### config.mk
export PLATFORM = sky130hd
export DESIGN_NAME = gcm_tag_check
export DESIGN_NICKNAME = d
export VERILOG_FILES = /design/src/rtl/gcm_pkg.sv /design/src/rtl/gcm_blk_fifo.sv /design/src/rtl/gcm_tag_check.sv
export SDC_FILE = /design/constraint.sdc
export NUM_CORES = 2
export LEC_CHECK = 0
export CORE_MARGIN = 1.5
export CORE_UTILIZATION = 45
export DETAILED_ROUTE_END_ITERATION = 8
export SETUP_SLACK_MARGIN = 0.2
export SLEW_MARGIN = 20
export SYNTH_ARGS = -nofsm -noshare
export SYNTH_HDL_FRONTEND = slang
export SYNTH_HIERARCHICAL = 1
export SYNTH_SLANG_ARGS = --single-unit
### constraint.sdc
create_clock -name clk -period 35.1 [get_ports clk]
set_input_delay 5.265 -clock clk [delete_from_list [all_inputs] [get_ports clk]]
set_output_delay 5.265 -clock clk [all_outputs]
set_load 0.01 [all_outputs]
### src/rtl/gcm_pkg.sv
// Shared types and constants for the GCM receive-side tag check.
package gcm_pkg;

    localparam int unsigned TAG_MIN_BYTES = 12;
    localparam int unsigned BLK_BYTES     = 16;

    typedef enum logic [2:0] {
        StIdle,
        StCollect,
        StCompare,
        StRelease,
        StDone
    } tag_chk_state_t;

    typedef struct packed {
        logic [127:0] data;
        logic [4:0]   len;
    } blk_t;

    // Ones in the leading n bytes (bit 127 downward), zeros below; n above 16 saturates.
    function automatic logic [127:0] lead_bytes_mask(input logic [4:0] n);
        logic [127:0] m;
        m = '0;
        for (int unsigned i = 0; i < BLK_BYTES; i++) begin
            if (i < 32'(n)) begin
                m[127-8*i -: 8] = 8'hff;
            end
        end
        return m;
    endfunction

endpackage

### src/rtl/gcm_blk_fifo.sv
// Synchronous FIFO of decrypted blocks with push/pop, occupancy count and one-cycle flush.
module gcm_blk_fifo
    import gcm_pkg::*;
#(
    parameter int unsigned DEPTH = 16,
    parameter int unsigned CNT_W = $clog2(DEPTH) + 1
) (
    input  logic             clk,
    input  logic             rst,
    input  logic             flush,
    input  logic             push,
    input  blk_t             wdata,
    input  logic             pop,
    output blk_t             rdata,
    output logic [CNT_W-1:0] count,
    output logic             empty,
    output logic             full
);

    localparam int unsigned PTR_W = $clog2(DEPTH);

    blk_t             mem [DEPTH];
    logic [PTR_W-1:0] wr_ptr_q, rd_ptr_q;
    logic [CNT_W-1:0] count_q;
    logic             push_ok, pop_ok;

    assign full    = (count_q == CNT_W'(DEPTH));
    assign empty   = (count_q == '0);
    assign push_ok = push && !full;
    assign pop_ok  = pop && !empty;

    // Pointers wrap naturally because DEPTH is a power of two.
    always_ff @(posedge clk or posedge rst) begin
        if (rst) begin
            wr_ptr_q <= '0;
            rd_ptr_q <= '0;
            count_q  <= '0;
        end else if (flush) begin
            wr_ptr_q <= '0;
            rd_ptr_q <= '0;
            count_q  <= '0;
        end else begin
            if (push_ok) begin
                wr_ptr_q <= wr_ptr_q + 1'b1;
            end
            if (pop_ok) begin
                rd_ptr_q <= rd_ptr_q + 1'b1;
            end
            count_q <= count_q + CNT_W'(push_ok) - CNT_W'(pop_ok);
        end
    end

    always_ff @(posedge clk) begin
        if (push_ok && !flush) begin
            mem[wr_ptr_q] <= wdata;
        end
    end

    assign rdata = mem[rd_ptr_q];
    assign count = count_q;

endmodule

### src/rtl/gcm_tag_check.sv
// GCM receive-side authentication gate: buffers plaintext, releases it only on tag match.
// Optional TAG_TRUNC_EN adds the Tag_len port and compares only the leading Tag_len bytes.
module gcm_tag_check
    import gcm_pkg::*;
#(
    parameter int unsigned DEPTH = 16,
    parameter int unsigned CNT_W = $clog2(DEPTH) + 1
) (
    input  logic         clk,
    input  logic         rst,
    input  logic         start,
    input  logic [127:0] Tag_in,
    input  logic [31:0]  Block_total,
`ifdef TAG_TRUNC_EN
    input  logic [4:0]   Tag_len,
`endif
    input  logic [127:0] PText_in,
    input  logic [4:0]   PText_byte_len,
    input  logic         PText_valid,
    input  logic [127:0] AuthTag,
    input  logic         AuthTag_valid,
    output logic [127:0] Out_data,
    output logic [4:0]   Out_byte_len,
    output logic         Out_valid,
    input  logic         Out_ready,
    output logic         Out_last,
    output logic         Pass,
    output logic         Fail,
    output logic         Done
);

    tag_chk_state_t   state_q, state_d;
    logic [127:0]     tag_q, tag_d;
    logic [127:0]     atag_q, atag_d;
    logic [31:0]      total_q, total_d;
    logic             pass_q, pass_d;
    logic             fail_q, fail_d;
    logic             ovf_q, ovf_d;

    logic             fifo_flush, fifo_push, fifo_pop;
    logic             fifo_empty, fifo_full;
    logic [CNT_W-1:0] fifo_cnt;
    blk_t             fifo_head;
    blk_t             fifo_wdata;

    logic [127:0]     cmp_mask;
    logic             len_ok;
    logic             tag_diff;
    logic             count_ok;
    logic             match;

`ifdef TAG_TRUNC_EN
    logic [4:0]       tlen_q, tlen_d;

    assign cmp_mask = lead_bytes_mask(tlen_q);
    assign len_ok   = (tlen_q >= 5'(TAG_MIN_BYTES)) && (tlen_q <= 5'(BLK_BYTES));
`else
    assign cmp_mask = '1;
    assign len_ok   = 1'b1;
`endif

    // Full-width XOR reduction: every bit contributes, no early exit on first difference.
    assign tag_diff = |((tag_q ^ atag_q) & cmp_mask);
    assign count_ok = (32'(fifo_cnt) == total_q);
    assign match    = !tag_diff && count_ok && !ovf_q && len_ok;

    assign fifo_wdata = '{data: PText_in, len: PText_byte_len};

    gcm_blk_fifo #(
        .DEPTH (DEPTH),
        .CNT_W (CNT_W)
    ) u_fifo (
        .clk   (clk),
        .rst   (rst),
        .flush (fifo_flush),
        .push  (fifo_push),
        .wdata (fifo_wdata),
        .pop   (fifo_pop),
        .rdata (fifo_head),
        .count (fifo_cnt),
        .empty (fifo_empty),
        .full  (fifo_full)
    );

    always_comb begin
        state_d    = state_q;
        tag_d      = tag_q;
        atag_d     = atag_q;
        total_d    = total_q;
        pass_d     = pass_q;
        fail_d     = fail_q;
        ovf_d      = ovf_q;
        fifo_flush = 1'b0;
        fifo_push  = 1'b0;
        fifo_pop   = 1'b0;
`ifdef TAG_TRUNC_EN
        tlen_d     = tlen_q;
`endif
        // start from any state begins a fresh message; mid-message it is an abort.
        if (start) begin
            state_d    = StCollect;
            tag_d      = Tag_in;
            total_d    = Block_total;
            pass_d     = 1'b0;
            fail_d     = 1'b0;
            ovf_d      = 1'b0;
            fifo_flush = 1'b1;
`ifdef TAG_TRUNC_EN
            tlen_d     = Tag_len;
`endif
        end else begin
            unique case (state_q)
                StCollect: begin
                    if (PText_valid) begin
                        if (fifo_full) begin
                            ovf_d = 1'b1;
                        end else begin
                            fifo_push = 1'b1;
                        end
                    end
                    if (AuthTag_valid) begin
                        atag_d  = AuthTag;
                        state_d = StCompare;
                    end
                end
                StCompare: begin
                    if (match) begin
                        pass_d  = 1'b1;
                        state_d = fifo_empty ? StDone : StRelease;
                    end else begin
                        fail_d     = 1'b1;
                        fifo_flush = 1'b1;
                        state_d    = StDone;
                    end
                end
                StRelease: begin
                    if (Out_valid && Out_ready) begin
                        fifo_pop = 1'b1;
                        if (fifo_cnt == CNT_W'(1)) begin
                            state_d = StDone;
                        end
                    end
                end
                StDone: begin
                    state_d = StIdle;
                end
                StIdle: begin
                    state_d = StIdle;
                end
                default: begin
                    state_d = StIdle;
                end
            endcase
        end
    end

    always_ff @(posedge clk or posedge rst) begin
        if (rst) begin
            state_q <= StIdle;
            tag_q   <= '0;
            atag_q  <= '0;
            total_q <= '0;
            pass_q  <= 1'b0;
            fail_q  <= 1'b0;
            ovf_q   <= 1'b0;
        end else begin
            state_q <= state_d;
            tag_q   <= tag_d;
            atag_q  <= atag_d;
            total_q <= total_d;
            pass_q  <= pass_d;
            fail_q  <= fail_d;
            ovf_q   <= ovf_d;
        end
    end

`ifdef TAG_TRUNC_EN
    always_ff @(posedge clk or posedge rst) begin
        if (rst) begin
            tlen_q <= '0;
        end else begin
            tlen_q <= tlen_d;
        end
    end
`endif

    // Outputs decode registered state only, so they stay stable while the consumer stalls.
    assign Out_valid    = (state_q == StRelease) && !fifo_empty;
    assign Out_data     = Out_valid ? (fifo_head.data & lead_bytes_mask(fifo_head.len)) : '0;
    assign Out_byte_len = Out_valid ? fifo_head.len : '0;
    assign Out_last     = Out_valid && (fifo_cnt == CNT_W'(1));
    assign Pass         = pass_q;
    assign Fail         = fail_q;
    assign Done         = (state_q == StDone);

endmodule

Word level (Yosys, flattened, before mapping) --
Memory sizes are Yosys's and may differ from the RTL's. Index checks and enable logic that the tools add are counted.
Storage, ports and cells: bits of input ports 427, memories kept 1, output and inout bits 138, word-level logic and storage cells 124, memory bits (writable) 2128, register bits 307
Operators by class: order comparisons 16, reductions and logical operators 27, bitwise operators 3, mux-type cells 52, equal/unequal tests 11, add/sub/neg operators 4
Memory list:
- u_fifo.mem | words 16, bits a word 133, rd ports 1, clocked after Yosys merged registers in 0, wr ports 1, RTL line gcm_blk_fifo.sv:22 | blk_t mem [DEPTH];
Operators by type and width (number):
- 128-bit bitwise AND | 1
- 128-bit 2-to-1 mux | 1
- 8-bit 2-to-1 mux | 16
- 128-bit OR reduction | 1
- 128-bit XOR | 1
- 4-bit by 5-bit less-than comparator with 1-bit output, first input constant | 8
- 5-bit by 32-bit equality test with 1-bit output | 1
- 1-bit 2-to-1 mux | 22
- 3-bit by 5-bit less-than comparator with 1-bit output, first input constant | 4
- 3-bit 2-to-1 mux | 6
- 4-bit 2-to-1 mux | 4
- 2-bit nonzero test | 7
- 1-bit by 5-bit less-than comparator with 1-bit output, first input constant | 2
- 2-bit by 5-bit less-than comparator with 1-bit output, first input constant | 2
- 5-bit 2-to-1 mux | 2
- 3-bit inequality test, second input constant | 3
- 3-bit case mux with 3 select lines | 1
- 3-bit AND reduction | 3
- 4-bit by 1-bit adder with 4-bit output, second input constant | 2
- 1-bit logical AND | 8
- 3-bit by 2-bit equality test with 1-bit output, second input constant | 2
- 5-bit by 1-bit adder with 5-bit output | 1
- 5-bit by 1-bit equality test with 1-bit output, second input constant | 1
- 5-bit equality test, second input constant | 1
- 8 further kinds | 13

Depth between registers and ports, before layout --
depth after elaboration 12, depth in mapped cells 20, mapped depth without buffers 18

Cells and area by module --
Netlist, hierarchy kept.
By module, submodules not included:
- gcm_blk_fifo | instances 1, area each 81688.3 µm², sequential area each 64226.6 µm², cells an instance 3931
- gcm_tag_check | instances 1, area each 13555.5 µm², sequential area each 7357.1 µm², cells an instance 1004

Worst setup path before layout --
No wires, ideal clock.
path type input port to flip-flop, from input port start, to memory u_fifo/mem[3][0] (netlist bit), enable pin, arrival 19.102 ns, setup time 0.951 ns, stages on the path 8, data required time 34.149 ns, slack 15.047 ns, cell sequence clkbuf_1 -> clkbuf_1 -> buf_1 -> nor3_1 -> and2_1 -> clkbuf_1 -> nand2_1 -> nor4_1
On the way: longest elaborated chain between the ends 5, elaborated cells between the ends (all ways) 7, those cells by class mux: 4; reduce/logical: 3
RTL lines:
- start, declared | RTL line gcm_tag_check.sv:11 | input logic start,
- 1-bit 2-to-1 mux | RTL line gcm_tag_check.sv:100 | if (start) begin
- via fifo_push | RTL line gcm_tag_check.sv:40 | logic fifo_flush, fifo_push, fifo_pop;
- 1-bit logical AND | RTL line gcm_blk_fifo.sv:29 | assign push_ok = push && !full;
- 1-bit logical AND | RTL line gcm_blk_fifo.sv:54 | if (push_ok && !flush) begin
- 1-bit 2-to-1 mux | RTL line gcm_blk_fifo.sv:54
- 1-bit 2-to-1 mux (not written as such) | RTL line gcm_blk_fifo.sv:55 | mem[wr_ptr_q] <= wdata;
- end, declared | RTL line gcm_blk_fifo.sv:22
The timed path passes the listed nets, and every way through them passes these cells.

==> impl_metrics.tcl <==
set metrics [dict create \
    status "finished, final reports clean" \
    crit_path_start_kind "register" \
    synth_fp_nets 5374 \
    fmax_ghz 0.0825 \
    worst_slew_pin_slew_ns 1.22 \
    cts_tree "yes" \
    yosys_warnings 6 \
    crit_slowest_cell "buf_4" \
    power_frac_seq_pct 51.8 \
    grt_pass1_wl_mm 354 \
    p_comb_share_pct 5.4 \
    cts_buffer_depth 4 \
    postCtsHoldBufs 0 \
    row_count 168 \
    power_switching_share_pct 21.0 \
    ys_seq_area_share_pct 75.2 \
    critPathLaunch "u_fifo/rd_ptr_q[1]" \
    pre_cts_ws_ns 23.73 \
    via_per_inst 5.65 \
    netlist_area_um2 95200 \
    start_util_pct 45.4 \
    area_delta_synth_final_pct 18.1 \
    finalHoldViolCount 0 \
    yosys.area.top_type "edfxtp_1" \
    cts_resized 0 \
    wirelength_mm 245 \
    power_frac_clock_pct 42.8 \
    fin_crit_ns 12.12 \
    slowest_delay_ns 0.98 \
    switchingPower_uw 1330 \
    async_flop_share_pct 12.6 \
    drive_above_1_share_pct 18.4 \
    synth.top_cell.area_share_pct 67.1 \
    fp.dieH_um 463 \
    grt_max_degree 159 \
    leakage_uw 0.0359 \
    drtIter0Drc 3888 \
    gp_congestion 0.802 \
    layout.nets 6046 \
    synth-main-ff-cell "edfxtp_1" \
    antenna_found_initial 67 \
    postCtsSetupRepairBufs 0 \
    crit_top_cell "buf_4" \
    synth_area_leaders "edfxtp_1, dfrtp_1, mux4_2" \
    synthTopCellsByCount "edfxtp_1, mux2i_1, a22oi_1, dfrtp_1, mux2_2" \
    hold_depth 2 \
    final_area_um2 112000 \
    rr_endpoint "u_fifo/mem[10][49]" \
    tns_ns 0 \
    cp.arrival_ns 6.86 \
    die-area_um2 214000 \
    slew_violations 0 \
    setup_ws_ns 22.98 \
    path_clk_slew_ns 0.06 \
    io_pins 565 \
    fp.dieW_um 463 \
    hold_path_class "register to register" \
    cts_made_buffers 278 \
    wl_per_cell_um 28.4 \
    rsz0062_at_grt "no" \
    maxCapViolations 0 \
    ys_ff_latch 2435 \
    dr.pass1.iters 5 \
    crit_chain "buf_4 > nor2b_4 > buf_4 > a22oi_1 > nand3_1 > nand2_1 > nor3_2 > a21oi_1 > buf_4 > and2_1 > clkdlybuf4s50_1" \
    hpwlAfterDp_mm 135 \
    core_area_um2 210000 \
    place_area_um2 104000 \
    post-route-period-util_pct 34.5 \
    synth-edff-count 2128 \
    drtAntennaViolNets 0 \
    placement.io_buffers 564 \
    r2r_start "atag_q[23]" \
    synth_area_per_cell_um2 19.3 \
    route.vias.total 48700 \
    min_to "Pass" \
    grt_pass1_vias 50000 \
    worstPathRequired_ns 29.83 \
    synth.most_common_cell "edfxtp_1" \
    synth.distinct_cells 51 \
    synthCells 4935 \
    drc 0 \
    power_density_nw_per_um2 56.6 \
    clk_latency_ns 0.91 \
    reg2reg_depth 10 \
    cp_max_fo 61 \
    finalSetupViolations 0 \
    irDropWorstVdd_v 0.0000476 \
    skew_ns 0.0648 \
    grt_use_total_pct 22.7 \
    utilization_pct 53.5 \
    path_class "register to output pin" \
    critical-path-top-delay-family "buffers and inverters" \
    regToRegSetupSlack_ns 28.79 \
    end_kind "output pin" \
    crit_buf_inv 4 \
    hp-start "Pass" \
    p_total_uw 6360 \
    clock-sinks 2435 \
    cts_root_buf "clkbuf_16" \
    max-slew-margin-rel_pct 18.3 \
    intPower_uw 5030 \
    grt_overflow 0 \
    h-tree-depth 5 \
]
==> final cells by class <==
cell class              count  area [um^2]
inverters                  20         82.6
well taps                2805         3510
clock buffers             345         7520
repair buffers            656         6520
multi-input cells        2216        22200
clock inverters           125          995
fillers                 16400        97500
diodes                     15         37.5
flip-flops and latches   2435        71600
==> worst min-delay path: stages, from the launching register on <==
cell	delay, ns
dfrtp_1	0.34
nand2b_1	0.06
o41ai_1	0.05
==> flip-flops by register name (all words and copies together), names as in the netlist <==
register,flops
u_fifo/mem,2128
atag_q,128
tag_q,128
total_q,32
u_fifo/count,5
u_fifo/rd_ptr_q,4
u_fifo/wr_ptr_q,4
state_q,3
Fail,1
Pass,1
ovf_q,1
==> power groups by stage <==
stage,clock (uW),combinational (uW),sequential [uW]
2_1_floorplan,0,192,3330
3_3_place_gp,0,344,3350
3_5_place_dp,0,350,3350
4_1_cts,2790,352,3290
5_1_grt,2890,374,3300
6_report,2720,345,3290
==> how the worst max path moves through the flow <==
stage	end	depth (start not counted)
final	Out_data[116]	11
after global routing	Out_data[47]	9
after global placement	Out_data[109]	10
after detailed placement	Out_data[109]	10
after CTS	Out_data[109]	10
after floorplan	u_fifo/mem[3][0]	8
==> layout by cell type, fill, tap and decap left out, types with 87 or more instances in the layout <==
cell type and count:
clkdlybuf4s50_1 563, mux4_2 266, nand2_1 146, xnor2_1 87, and2_1 124, mux2i_1 532
dfrtp_1 303, mux2_2 289, edfxtp_1 2128, a22oi_1 399, clkbuf_16 288, nand3_1 139
==> per-layer routing <==
metal | up-vias | share of wire [%] | GRT usage (%)
met5 | - | 0.15 | 0
met4 | 58 | 3.3 | 7.77
met3 | 450 | 6.5 | 5.24
met2 | 1605 | 48 | 36.4
met1 | 25400 | 42 | 30.4
li1 | 21200 | - | -
==> cell families (layout without fill, tap and decap cells) <==
family / Yosys count / count (layout) / share of synthesized area, %
DFF: 2435 / 2435 / 75.2
muxes: 1087 / 1087 / 15.3
and+or+nand+nor: 544 / 544 / 2.96
AOI/OAI and AO/OA: 433 / 433 / 3.37
buffers and inverters: 284 / 1146 / 1.75
xor gates and xnor gates: 140 / 140 / 1.29
adders and majority gates: 12 / 12 / 0.166
other: 0 / 15 / 0
==> per-stage QoR <==
| step | instances | hold slack (ns) |
|---|---|---|
| 3_5_place_dp | 8131 | 0.470 |
| 4_1_cts | 8601 | 0.488 |
| 2_1_floorplan | 4935 | 0.481 |
| 3_3_place_gp | 8130 | 0.467 |
| 6_report | 8617 | 0.491 |
| 5_1_grt | 8610 | 0.519 |
Note: power is estimated with default switching activity, not from simulation.
